`src/rtl/nibble_result_reader_pkg.sv`:
```
// Shared definitions for the nibble result reader: FSM state encoding,
// debounce default and the display decode used by the top level.
package nibble_result_reader_pkg;

  // Default number of stable clocks before a button level change is accepted.
  localparam int DB_CYCLES_DEF = 16;

  // FSM state encoding.
  localparam logic [1:0] ST_IDLE    = 2'd0;
  localparam logic [1:0] ST_SHOW_LO = 2'd1;
  localparam logic [1:0] ST_SHOW_HI = 2'd2;
  localparam logic [1:0] ST_DONE    = 2'd3;

  // Everything the block presents to the outside world, in one bundle.
  typedef struct packed {
    logic [3:0] led;
    logic       led_sel;
    logic       busy;
    logic       done;
  } disp_t;

  // Where a button press takes each state; IDLE has nothing loaded to show.
  function automatic logic [1:0] press_next(input logic [1:0] st);
    logic [1:0] nxt;
    nxt = st;
    case (st)
      ST_SHOW_LO: nxt = ST_SHOW_HI;
      ST_SHOW_HI: nxt = ST_DONE;
      ST_DONE:    nxt = ST_SHOW_LO;
      default:    nxt = ST_IDLE;
    endcase
    return nxt;
  endfunction

  // Display contents for a given state and captured result.
  function automatic disp_t disp_decode(input logic [1:0] st, input logic [7:0] shadow);
    disp_t d;
    d = '0;
    case (st)
      ST_SHOW_LO: begin
        d.led  = shadow[3:0];
        d.busy = 1'b1;
      end
      ST_SHOW_HI: begin
        d.led     = shadow[7:4];
        d.led_sel = 1'b1;
        d.busy    = 1'b1;
      end
      ST_DONE: d.done = 1'b1;
      default: d = '0;
    endcase
    return d;
  endfunction

endpackage

```
`src/rtl/nibble_result_reader_if.sv`:
```
// Bus between the adder/pushbutton side and the result reader.
interface nibble_result_reader_if;

  logic       load;
  logic [7:0] result;
  logic       pb_next;
  logic [3:0] led;
  logic       led_sel;
  logic       busy;
  logic       done;

  // Stimulus side: provides the capture strobe, result and raw button.
  modport master (
    output load,
    output result,
    output pb_next,
    input  led,
    input  led_sel,
    input  busy,
    input  done
  );

  // Reader side.
  modport slave (
    input  load,
    input  result,
    input  pb_next,
    output led,
    output led_sel,
    output busy,
    output done
  );

endinterface

```
`src/rtl/nibble_result_reader_pb_debounce.sv`:
```
// Pushbutton conditioner: 2-flop synchronizer, level debounce and a
// single-cycle pulse on each accepted press (release produces nothing).
module pb_debounce
  import nibble_result_reader_pkg::*;
#(
  parameter int DB_CYCLES = DB_CYCLES_DEF
) (
  input  logic clk,
  input  logic rst,
  input  logic raw,
  output logic press
);

  // Narrowest counter that can represent DB_CYCLES.
  localparam int              CNT_W    = $clog2(DB_CYCLES + 1);
  localparam logic [CNT_W-1:0] CNT_LAST = CNT_W'(DB_CYCLES - 1);
  localparam logic [CNT_W-1:0] CNT_ONE  = CNT_W'(1);

  logic             r_sync0;
  logic             r_sync1;
  logic [CNT_W-1:0] r_cnt;
  logic             r_db;
  logic             r_db_q;

  // Bring the asynchronous button into the clock domain.
  always_ff @(posedge clk or posedge rst) begin
    if (rst) begin
      r_sync0 <= 1'b0;
      r_sync1 <= 1'b0;
    end else begin
      r_sync0 <= raw;
      r_sync1 <= r_sync0;
    end
  end

  // Count consecutive cycles the synchronized level differs from the accepted
  // level; any return to the accepted level restarts the count.
  always_ff @(posedge clk or posedge rst) begin
    if (rst) begin
      r_cnt <= '0;
      r_db  <= 1'b0;
    end else if (r_sync1 == r_db) begin
      r_cnt <= '0;
    end else if (r_cnt == CNT_LAST) begin
      r_cnt <= '0;
      r_db  <= r_sync1;
    end else begin
      r_cnt <= r_cnt + CNT_ONE;
    end
  end

  // Remember last cycle's accepted level for rising-edge detection.
  always_ff @(posedge clk or posedge rst) begin
    if (rst) begin
      r_db_q <= 1'b0;
    end else begin
      r_db_q <= r_db;
    end
  end

  assign press = r_db & ~r_db_q;

endmodule

```
`src/rtl/nibble_result_reader.sv`:
```
// Captures an 8-bit adder result on load and shows it one nibble at a time
// on four LEDs, stepping low -> high -> done -> low with a debounced button.
module nibble_result_reader
  import nibble_result_reader_pkg::*;
#(
  parameter int DB_CYCLES = DB_CYCLES_DEF
) (
  input  logic                         clk,
  input  logic                         rst,
  nibble_result_reader_if.slave        bus
);

  logic       w_press;
  logic [1:0] r_state;
  logic [1:0] w_state_nxt;
  logic [7:0] r_shadow;
  logic [7:0] w_shadow_nxt;
  disp_t      w_disp_nxt;
  disp_t      r_disp;

  pb_debounce #(
    .DB_CYCLES (DB_CYCLES)
  ) u_pb_next (
    .clk   (clk),
    .rst   (rst),
    .raw   (bus.pb_next),
    .press (w_press)
  );

  // Next state and shadow: a load always wins over a simultaneous press.
  always_comb begin
    w_state_nxt  = r_state;
    w_shadow_nxt = r_shadow;
    if (bus.load) begin
      w_shadow_nxt = bus.result;
      w_state_nxt  = ST_SHOW_LO;
    end else if (w_press) begin
      w_state_nxt  = press_next(r_state);
    end
  end

  // Outputs are decoded from the next state so they change on the same edge
  // as the state register rather than one cycle later.
  assign w_disp_nxt = disp_decode(w_state_nxt, w_shadow_nxt);

  // State and captured result.
  always_ff @(posedge clk or posedge rst) begin
    if (rst) begin
      r_state  <= ST_IDLE;
      r_shadow <= '0;
    end else begin
      r_state  <= w_state_nxt;
      r_shadow <= w_shadow_nxt;
    end
  end

  // Registered display outputs.
  always_ff @(posedge clk or posedge rst) begin
    if (rst) begin
      r_disp <= '0;
    end else begin
      r_disp <= w_disp_nxt;
    end
  end

  assign bus.led     = r_disp.led;
  assign bus.led_sel = r_disp.led_sel;
  assign bus.busy    = r_disp.busy;
  assign bus.done    = r_disp.done;

endmodule

```
`src/flat_wrapper.sv`:
```
// flat-port wrapper written by rule: the top's interface ports become plain ports
module nibble_result_reader_flat import nibble_result_reader_pkg::*;
#(
  parameter int DB_CYCLES = DB_CYCLES_DEF
)
  (clk, rst, bus_load, bus_result, bus_pb_next, bus_led, bus_led_sel, bus_busy, bus_done);
  nibble_result_reader_if bus_i ();
  input  logic clk;
  input  logic rst;
  input wire logic [$bits(bus_i.load)-1:0] bus_load;
  input wire logic [$bits(bus_i.result)-1:0] bus_result;
  input wire logic [$bits(bus_i.pb_next)-1:0] bus_pb_next;
  output wire logic [$bits(bus_i.led)-1:0] bus_led;
  output wire logic [$bits(bus_i.led_sel)-1:0] bus_led_sel;
  output wire logic [$bits(bus_i.busy)-1:0] bus_busy;
  output wire logic [$bits(bus_i.done)-1:0] bus_done;
  assign bus_i.load = bus_load;
  assign bus_i.result = bus_result;
  assign bus_i.pb_next = bus_pb_next;
  assign bus_led = bus_i.led;
  assign bus_led_sel = bus_i.led_sel;
  assign bus_busy = bus_i.busy;
  assign bus_done = bus_i.done;
  nibble_result_reader #(.DB_CYCLES(DB_CYCLES)) u_core (.clk(clk), .rst(rst), .bus(bus_i));
endmodule
```
`config.mk`:
```
export PLATFORM = sky130hd
export DESIGN_NAME = nibble_result_reader_flat
export DESIGN_NICKNAME = d
export VERILOG_FILES = /design/src/rtl/nibble_result_reader_pkg.sv /design/src/rtl/nibble_result_reader_if.sv /design/src/rtl/nibble_result_reader_pb_debounce.sv /design/src/rtl/nibble_result_reader.sv /design/src/flat_wrapper.sv
export SDC_FILE = /design/constraint.sdc
export NUM_CORES = 1
export LEC_CHECK = 0
export ABC_AREA = 1
export BUFFER_PORTS_ARGS = -buffer_cell sky130_fd_sc_hd__buf_2
export CAP_MARGIN = 20
export CORE_ASPECT_RATIO = 1.1
export CORE_MARGIN = 4
export CORE_UTILIZATION = 50
export CTS_CLUSTER_SIZE = 20
export DETAILED_ROUTE_END_ITERATION = 6
export PLACE_DENSITY = 0.81
export SLEW_MARGIN = 20
export SYNTH_ARGS = -nofsm -noshare
export SYNTH_HDL_FRONTEND = slang
export SYNTH_SLANG_ARGS = --single-unit
```
`constraint.sdc`:
```
create_clock -name clk -period 4.4 [get_ports clk]
set_clock_uncertainty 0.2 [all_clocks]
set_input_delay 0.22 -clock clk [delete_from_list [all_inputs] [get_ports clk]]
set_output_delay 0.22 -clock clk [all_outputs]
set_load 0.01 [all_outputs]
```
==> results of run 1 <==
[sequential cells by signal (all words and copies together) (netlist names)]
signal                    count
u_core.bus.busy               1
u_core.bus.done               1
u_core.bus.led                4
u_core.bus.led_sel            1
u_core.r_shadow               8
u_core.r_state                2
u_core.u_pb_next.r_cnt        5
u_core.u_pb_next.r_db         1
u_core.u_pb_next.r_db_q       1
u_core.u_pb_next.r_sync0      1
u_core.u_pb_next.r_sync1      1
[path summary, 6_finish.rpt]
check                      slack [ns]  cells after the start                       end
setup / recovery                 2.48                      7         u_core.bus.led[3]
hold reg to reg                  0.17                      0  u_core.u_pb_next.r_sync1
min in group asynchronous        0.42                      3  u_core.u_pb_next.r_sync1
max in group asynchronous        3.02                      3        u_core.r_shadow[4]
setup reg to reg                 2.48                      7         u_core.bus.led[3]
hold / removal                  0.007                      4        u_core.r_shadow[5]
[cell usage after synthesis]
library cell  instances
a21oi_1               4
and2_1                8
buf_6                 2
dfrtp_1              26
ha_1                  4
inv_1                29
inv_2                 1
nand2_1              22
nand2_2               3
nand3_1              12
nand4_1               1
nor2_1                9
nor3_1                2
o21ai_0               1
o21ai_1               1
xnor2_1               1
[metrics by stage]
step	hold slack, ns	std cells	utilization (%)
2_1_floorplan	0.0514	126	-
3_3_place_gp	0.129	170	59.4
3_5_place_dp	0.130	170	59.4
4_1_cts	0.00213	179	63.6
5_1_grt	0.0150	179	63.6
6_report	0.00723	179	63.6
[area by class of cell]
cell class | instances | area share [%]
sequential | 26 | 49.1
multi-input combinational | 68 | 26.4
timing repair buffer | 23 | 10.6
inverter | 30 | 8.50
clock buffer | 4 | 2.74
tap | 28 | 2.64
[logic make-up (layout without fill, tap and decap cells)]
| kind of cell | count (synthesis) | after routing | share of synthesized area (%) |
|---|---|---|---|
| AOI/OAI and AO/OA | 6 | 6 | 2.64 |
| xor gates and xnor gates | 1 | 1 | 0.771 |
| adders and majority gates | 4 | 4 | 4.41 |
| buffers and inverters | 32 | 57 | 11.9 |
| DFF | 26 | 26 | 57.3 |
| and+or+nand+nor | 57 | 57 | 23.0 |
[tightest hold or removal path, delay by kind of cell]
kind	cells	cell delay, ns
buffers and inverters	2	0.10
and+or+nand+nor	2	0.18
[power by group through the flow]
stage	registers (W)	clock network (W)	logic, W
2_1_floorplan	0.000262	0	0.0000285
3_3_place_gp	0.000261	0	0.0000405
3_5_place_dp	0.000262	0	0.0000419
4_1_cts	0.000257	0.000121	0.0000455
5_1_grt	0.000258	0.000134	0.0000521
6_report	0.000257	0.000118	0.0000447
[what timing repair did]
action	in CTS	in global routing
endpoints found under the hold margin	30	0
hold buffers	5	0
gates resized for setup	0	0
[metal layers]
layer	track usage, %	part of all wire, %
met3	2.57	4.8
met2	24.7	48
met1	19.5	44
met4	10.6	3.1
met5	0	0
==> impl_metrics.toml, run 1 <==
[worst_setup_path]
crit_arrival_ns = 1.97
cp_max_fo = 5
slowest_delay_ns = 0.45
crit_chain = "nand2_1, o21ai_0, inv_1, nor2_1, ha_1, nand3_1, a21oi_1"
end_kind = "flop"
cp_slowest_cell = "dfrtp_1"
cp-start-kind = "flop"
crit_type = "reg -> reg"
rr_startpoint = "u_core.u_pb_next.r_db"
cp-startpoint = "u_core.u_pb_next.r_db"
path_buf_inv = 1
required_ns = 4.45
cpLargestDelayFamily = "flip-flops"

[floorplan]
pin_count = 19
initial_core_util_pct = 54.5
die_h_microns = 58.0
dieArea_sq_mm = 0.00310
core-area_sq_mm = 0.00208
die_x_microns = 53.5
rows = 17

[pwr]
power.density_mw_per_mm2 = 317
intPower_w = 0.000322
vdd_ir_drop_max_mv = 0.211
switching_share_pct = 23.2
p_leak_nw = 0.714
power_frac_seq_pct = 61.2
clock_power_share_pct = 28.2
combPwrFrac_pct = 10.6
power_w = 0.000420
p_sw_w = 0.0000973

[synthesis]
synth_area_sq_mm = 0.00114
yosysTopAreaCellShare_pct = 57.3
synth_fp_nets = 142
synth_top_cell_by_area = "dfrtp_1"
netlist_instances = 126
ys_seq_elements = 26
synth_area_per_cell_sq_um = 9.02
synth_area_leaders = "dfrtp_1, inv_1, nand2_1"
synth.distinct_cells = 16
yosysWarnings = 0
yosysSeqAreaShare_pct = 57.3

[clocking]
numCtsBuffers = 3
cts_buffer_depth = 2
h-tree-depth = 1
cts_tree = "done"
cts_setup_buffers = 0
clkTransAtPathRegs_ns = 0.13
cts_root_buffer = "clkbuf_4"
clk_latency_ns = 0.32
cts.sinks = 26

[cells_and_area]
drive_gt1_share_pct = 17.2
n_fill_cell = 193
regArea_sq_um = 651
final_nets = 168
multi_input_area_sq_um = 350
layout_commonest_cell = "inv_1"
n_antenna_cell = 0
syn2layout_area_growth_pct = 16.6
layout_common_cells = "inv_1, dfrtp_1, nand2_1, buf_2, nand3_1"
final_area_sq_mm = 0.00133

[global_route]
grtUsageTotal_pct = 15.7
grt_first_pass_wirelength_microns = 3510
overflow = 0
grt_pass1_vias = 825
antenna_found_initial = 0
grt_max_degree = 27

[timing]
setup_viol = 0
setup_ws_ns = 2.48
slew_headroom_pct = 39.1
min_period_ns = 1.92
maxSlewViolCount = 0
tightestPinTransition_ns = 0.912
fin_crit_sh_pct = 43.7
hold_violations = 0
max_freq_ghz = 0.521
rsz0062_at_grt = "false"
fin_setup_tns_ns = 0

[run_status]
outcome = "finished clean"

[route]
wl_per_cell_microns = 11.0
dr.pass1.iters = 4
via_per_inst = 4.65
drc_errors = 0
ant_nets = 0
drt_iter0_drc = 15
vias = 833
wirelength_microns = 1960

[placement]
place_area_sq_mm = 0.00124
hpwlAfterDp_microns = 1450
io_buffers = 18
routabilityCongestion = 0.758
place_ws_ns = 2.52

[hold_path]
hp-start = "bus_result[5]"
hold_class = "in -> reg"

[run]
cap_viol_max_count = 0
No activity file was read; power rests on OpenSTA's default activity.
==> run 2, diff against run 1 <==
--- a/config.mk
+++ b/config.mk
@@ -10,7 +10,7 @@
 export CAP_MARGIN = 20
 export CORE_ASPECT_RATIO = 1.1
 export CORE_MARGIN = 4
-export CORE_UTILIZATION = 50
+export CORE_UTILIZATION = 48
 export CTS_CLUSTER_SIZE = 20
 export DETAILED_ROUTE_END_ITERATION = 6
 export PLACE_DENSITY = 0.81
==> constraint.sdc (replaced) <==
create_clock -name clk -period 1.7 [get_ports clk]
set_clock_uncertainty 0.2 [all_clocks]
set_input_delay 0.085 -clock clk [delete_from_list [all_inputs] [get_ports clk]]
set_output_delay 0.085 -clock clk [all_outputs]
set_load 0.01 [all_outputs]
==> run 2 against run 1 <==
  * Critical path type unchanged
  * Fmax rose by 18%
  * Largest cell class unchanged
  * Cell count rose by 11%
  * Wire length rose by 10%
==> impl_metrics.toml, run 2 (same netlist as run 1, synthesis figures left out) <==
[run_status]
outcome = "finished clean"

[worst_setup_path]
path_buf_inv = 2
cpLargestDelayFamily = "simple AND/OR/NAND/NOR gates"
required_ns = 1.71
cp_slowest_cell = "dfrtp_2"
cp_max_fo = 5
crit_chain = "inv_1, nor2_1, nor2_1, nor2_2, inv_1, ha_4, nand3_1, a21oi_1"
end_kind = "flop"
cp-start-kind = "flop"
crit_type = "reg -> reg"
slowest_delay_ns = 0.42
crit_arrival_ns = 1.64

[cells_and_area]
largest_reg_flops = 8
n_fill_cell = 184
final_nets = 186
layout_commonest_cell = "inv_1"
syn2layout_area_growth_pct = 34.6
regArea_sq_um = 652
final_cells = 198
n_antenna_cell = 0
layout_common_cells = "inv_1, dfrtp_1, nand2_1, dlygate4sd3_1, buf_2"
largest-register = "u_core.r_shadow"
multi_input_area_sq_um = 397
drive_gt1_share_pct = 23.2

[route]
wirelength_microns = 2160
via_per_inst = 4.56
ant_nets = 0
dr.pass1.iters = 4
vias = 902
drt_iter0_drc = 3
wl_per_cell_microns = 10.9
drc_errors = 0

[hold_path]
hold_class = "in -> reg"

[clocking]
clkTransAtPathRegs_ns = 0.12
h-tree-depth = 1
cts_root_buffer = "clkbuf_4"
cts_buffer_depth = 2
numCtsBuffers = 3
clk_latency_ns = 0.32
cts_tree = "done"
cts.sinks = 26

[pwr]
power_w = 0.00106
power.density_mw_per_mm2 = 691
vdd_ir_drop_max_mv = 0.693
p_leak_nw = 0.775

[floorplan]
initial_core_util_pct = 50.4
die_x_microns = 54.4
dieArea_sq_mm = 0.00321
die_h_microns = 59.0
core-area_sq_mm = 0.00225
rows = 18
pin_count = 19

[placement]
placed_cells = 175
io_buffers = 18
routabilityCongestion = 0.793
hpwlAfterDp_microns = 1500

[timing]
fin_setup_tns_ns = 0
tightestPinTransition_ns = 0.305
maxSlewViolCount = 0
max_freq_ghz = 0.616
min_period_ns = 1.62
hold_violations = 0
fin_crit_sh_pct = 95.6
whs_ns = 0.00780
slew_headroom_pct = 79.5
setup_viol = 0

[global_route]
grt_first_pass_wirelength_microns = 3560
grt_pass1_vias = 930
antenna_found_initial = 0
grt_max_degree = 27
overflow = 0
grtUsageTotal_pct = 15.7

[run]
cap_viol_max_count = 0
[run 2: tightest hold or removal path: cells and delay by family]
family,cells,cell delay [ns]
buf+inv,1,0.19
simple gates,2,0.18
compound gates,1,0.05
[run 2: timing repair]
| action | 4_1_cts | 5_1_grt |
|---|---|---|
| setup endpoints to repair | 4 | 5 |
| resized for setup | 1 | 11 |
| hold endpoints to repair | 39 | 0 |
| hold buffers | 18 | 0 |
| pin swaps | 0 | 3 |
| setup buffers | 0 | 2 |
[run 2: per-layer routing]
metal	share of wire [%]	wire, microns	vias up	global-route usage [%]
met1	40	869	419	17.0
met5	0	0	-	0
met4	1.3	28	0	6.41
met2	54	1160	17	27.9
li1	-	-	463	-
met3	4.8	103	3	4.53
[run 2: final timing paths]
kind	start	endpoint	slack, ns	depth (start not counted)
worst max-delay path	u_core.u_pb_next.r_db	u_core.bus.led[2]	0.08	8
worst min-delay path	bus_load	u_core.bus.led[1]	0.008	4
worst max register to register	u_core.u_pb_next.r_db	u_core.bus.led[2]	0.08	8
worst min register to register	u_core.u_pb_next.r_sync0	u_core.u_pb_next.r_sync1	0.18	0
max in group asynchronous	rst	u_core.u_pb_next.r_db	0.90	4
min in group asynchronous	rst	u_core.bus.led[1]	0.14	4
[run 2: power by group]
part | leakage (nW) | internal [W] | switching, W
registers | 0.310 | 0.000651 | 0.0000139
logic | 0.451 | 0.0000754 | 0.0000714
clock network | 0.0138 | 0.0000831 | 0.000161
[run 2: per-stage QoR]
| step | area [sq um] | utilization [%] | setup slack (ns) |
|---|---|---|---|
| 3_3_place_gp | 1260 | 56.1 | 0.0915 |
| 4_1_cts | 1470 | 65.2 | 0.000770 |
| 3_5_place_dp | 1260 | 56.1 | -0.0280 |
| 6_report | 1530 | 67.9 | 0.0755 |
| 2_1_floorplan | 1140 | - | 0.171 |
| 5_1_grt | 1530 | 67.9 | -0.0465 |
[run 2: layout make-up]
type	count	area share [%]
sequential	26	42.6
multi-input combinational	68	25.9
timing repair buffer	41	20.1
clock buffer	3	1.47
tap	30	2.45
inverter	30	7.36
==> run 3, diff against run 2 <==
--- a/config.mk
+++ b/config.mk
@@ -5,16 +5,14 @@
 export SDC_FILE = /design/constraint.sdc
 export NUM_CORES = 1
 export LEC_CHECK = 0
-export ABC_AREA = 1
 export BUFFER_PORTS_ARGS = -buffer_cell sky130_fd_sc_hd__buf_2
 export CAP_MARGIN = 20
 export CORE_ASPECT_RATIO = 1.1
 export CORE_MARGIN = 4
-export CORE_UTILIZATION = 48
+export CORE_UTILIZATION = 47
 export CTS_CLUSTER_SIZE = 20
 export DETAILED_ROUTE_END_ITERATION = 6
 export PLACE_DENSITY = 0.81
-export SLEW_MARGIN = 20
 export SYNTH_ARGS = -nofsm -noshare
 export SYNTH_HDL_FRONTEND = slang
 export SYNTH_SLANG_ARGS = --single-unit
==> run 3 against run 2 <==
  * The run now ends with negative setup slack left
  * Setup slack worse by 0.084 ns
  * Design area is 13% lower
  * Wire length fell by 19%
  * Register-to-register slack worse by 0.08 ns
  * Clock-buffer cell count rose by 1
  * Critical endpoint is now u_core.bus.led[1]
  * Fmax down 4.9%
  * Synthesized cell count down 44%
==> impl_metrics.toml, run 3 <==
[run_status]
outcome = "complete, but fails checks"
violations = "negative setup slack"

[clocking]
cts_root_buffer = "clkbuf_4"
cts_buffer_depth = 2
cts_tree = "done"
h-tree-depth = 1
numCtsBuffers = 3
cts.sinks = 26
clk_latency_ns = 0.31
clkTransAtPathRegs_ns = 0.13

[worst_setup_path]
cp-start-kind = "flop"
cp_max_fo = 4
crit_arrival_ns = 1.72
r2r_cells = 6
crit_type = "reg -> reg"
required_ns = 1.72
end_kind = "flop"

[synthesis]
ys_seq_elements = 26
yosysWarnings = 0
synth_top_cell_by_area = "dfrtp_1"
synth_fp_nets = 86
async_flop_share_pct = 100
synth_area_leaders = "dfrtp_1, mux2_2, ha_1"
synth.distinct_cells = 18
netlist_instances = 70
yosysSeqAreaShare_pct = 65.0
yosysTopAreaCellShare_pct = 65.0
synth-edff-count = 0
synth_area_sq_mm = 0.00100
synth_common_cells = "dfrtp_1, nor2_1, mux2_2"
synth.most_common_cell = "dfrtp_1"
synth_area_per_cell_sq_um = 14.3
synth_flop_cell = "dfrtp_1"

[global_route]
busiest_layer = "met2"
use_met2_pct = 23.5
grt_use_met3_pct = 1.86
grt_pass1_vias = 704
grt_max_degree = 27
grt_use_met1_pct = 17.8
grt_first_pass_wirelength_microns = 3130
antenna_found_initial = 0
grtUsageTotal_pct = 14.3
overflow = 0

[cells_and_area]
layout_commonest_cell = "dfrtp_1"
final_area_sq_mm = 0.00132
utilization_pct = 65.5
final_cells = 133
n_antenna_cell = 0
largest-register = "u_core.r_shadow"
largest_reg_flops = 8
layout_common_cells = "dfrtp_1, buf_2, dlygate4sd3_1, mux2_2, nor2_1"
drive_gt1_share_pct = 40.0
syn2layout_area_growth_pct = 32.3
final_nets = 122
n_fill_cell = 153

[placement]
io_buffers = 18
routabilityCongestion = 0.728
placed_cells = 117
place_area_sq_mm = 0.00113
hpwlAfterDp_microns = 1210

[timing]
rsz0062_at_grt = "true"
setup_ws_ns = -0.00817
max_freq_ghz = 0.585
maxSlewViolCount = 0
tightestPinTransition_ns = 0.316
fin_crit_sh_pct = 100
setup_viol = 2
slew_headroom_pct = 78.9
hold_violations = 0
min_period_ns = 1.71

[floorplan]
die_h_microns = 56.4
initial_core_util_pct = 49.5
rows = 17
dieArea_sq_mm = 0.00293
core-area_sq_mm = 0.00202
pin_count = 19
die_x_microns = 52

[route]
wirelength_microns = 1750
via_per_inst = 4.70
drt_iter0_drc = 4
vias = 625
wl_per_cell_microns = 13.2
dr.pass1.iters = 4
ant_nets = 0
drc_errors = 0

[hold_path]
hold_class = "in -> async"

[pwr]
power.density_mw_per_mm2 = 829
vdd_ir_drop_max_mv = 0.620
p_leak_nw = 0.645

[run]
cap_viol_max_count = 0
## run 3: stage by stage
step                      TNS (ns)  hold WS [ns]  setup WS [ns]  power (W)
final                     -0.00926         0.144       -0.00817    0.00110
after global routing        -0.374         0.185        -0.0991    0.00115
after CTS                        0         0.140        0.00963    0.00111
after detailed placement    -0.237       -0.0475        -0.0780   0.000783
after global placement     -0.0331       -0.0552        -0.0140   0.000778
after floorplan                  0       -0.0836         0.0438   0.000744
## run 3: worst paths after layout
check,endpoint,slack (ns),startpoint
max,u_core.bus.led[1],-0.008,u_core.u_pb_next.r_db_q
min,u_core.bus.busy,0.14,rst
max reg2reg,u_core.bus.led[1],-0.008,u_core.u_pb_next.r_db_q
min reg2reg,u_core.u_pb_next.r_sync1,0.17,u_core.u_pb_next.r_sync0
max in group asynchronous,u_core.bus.led[3],0.92,rst
min in group clk,u_core.u_pb_next.r_sync1,0.17,u_core.u_pb_next.r_sync0
## run 3: power by group
part           internal (W)  switching (W)  leakage, nW
registers          0.000655      0.0000137        0.318
logic             0.0000725      0.0000569        0.306
clock network      0.000131       0.000169       0.0210
## run 3: final cells by class
cell class | count | area, sq um | area share (%)
inverter | 2 | 7.51 | 0.567
clock buffer | 4 | 36.3 | 2.74
sequential | 26 | 651 | 49.1
timing repair buffer | 32 | 223 | 16.8
multi-input combinational | 41 | 372 | 28.1
tap | 28 | 35.0 | 2.65
## run 3: routing by layer
layer / wire length, microns / part of all wire (%)
met3: 67 / 3.8
met1: 751 / 43
met2: 887 / 51
met4: 43 / 2.5
met5: 0 / 0
## run 3: critical path, cell delays in order, from the launching register on
cell and delay [ns]:
dfrtp_1 0.40, nand3b_1 0.19, xor2_1 0.18, or2_4 0.24, ha_4 0.18, a22oi_2 0.16, nor2_1 0.06
## run 3: repair_timing
action,CTS,global route
endpoints found under the hold margin,40,0
gates resized for setup,6,3
setup buffers,0,1
endpoints found under the setup margin,4,4
hold buffers,11,0
pin swaps,0,1
## run 3: logic make-up (layout without fill, tap and decap cells)
group | after synthesis | count (layout) | synth area share [%]
compound gates | 5 | 5 | 3.50
fa+ha+maj | 4 | 4 | 5.00
flops | 26 | 26 | 65.0
xor+xnor | 4 | 4 | 3.50
simple gates | 18 | 18 | 9.25
buf+inv | 3 | 38 | 1.88
mux | 10 | 10 | 11.9
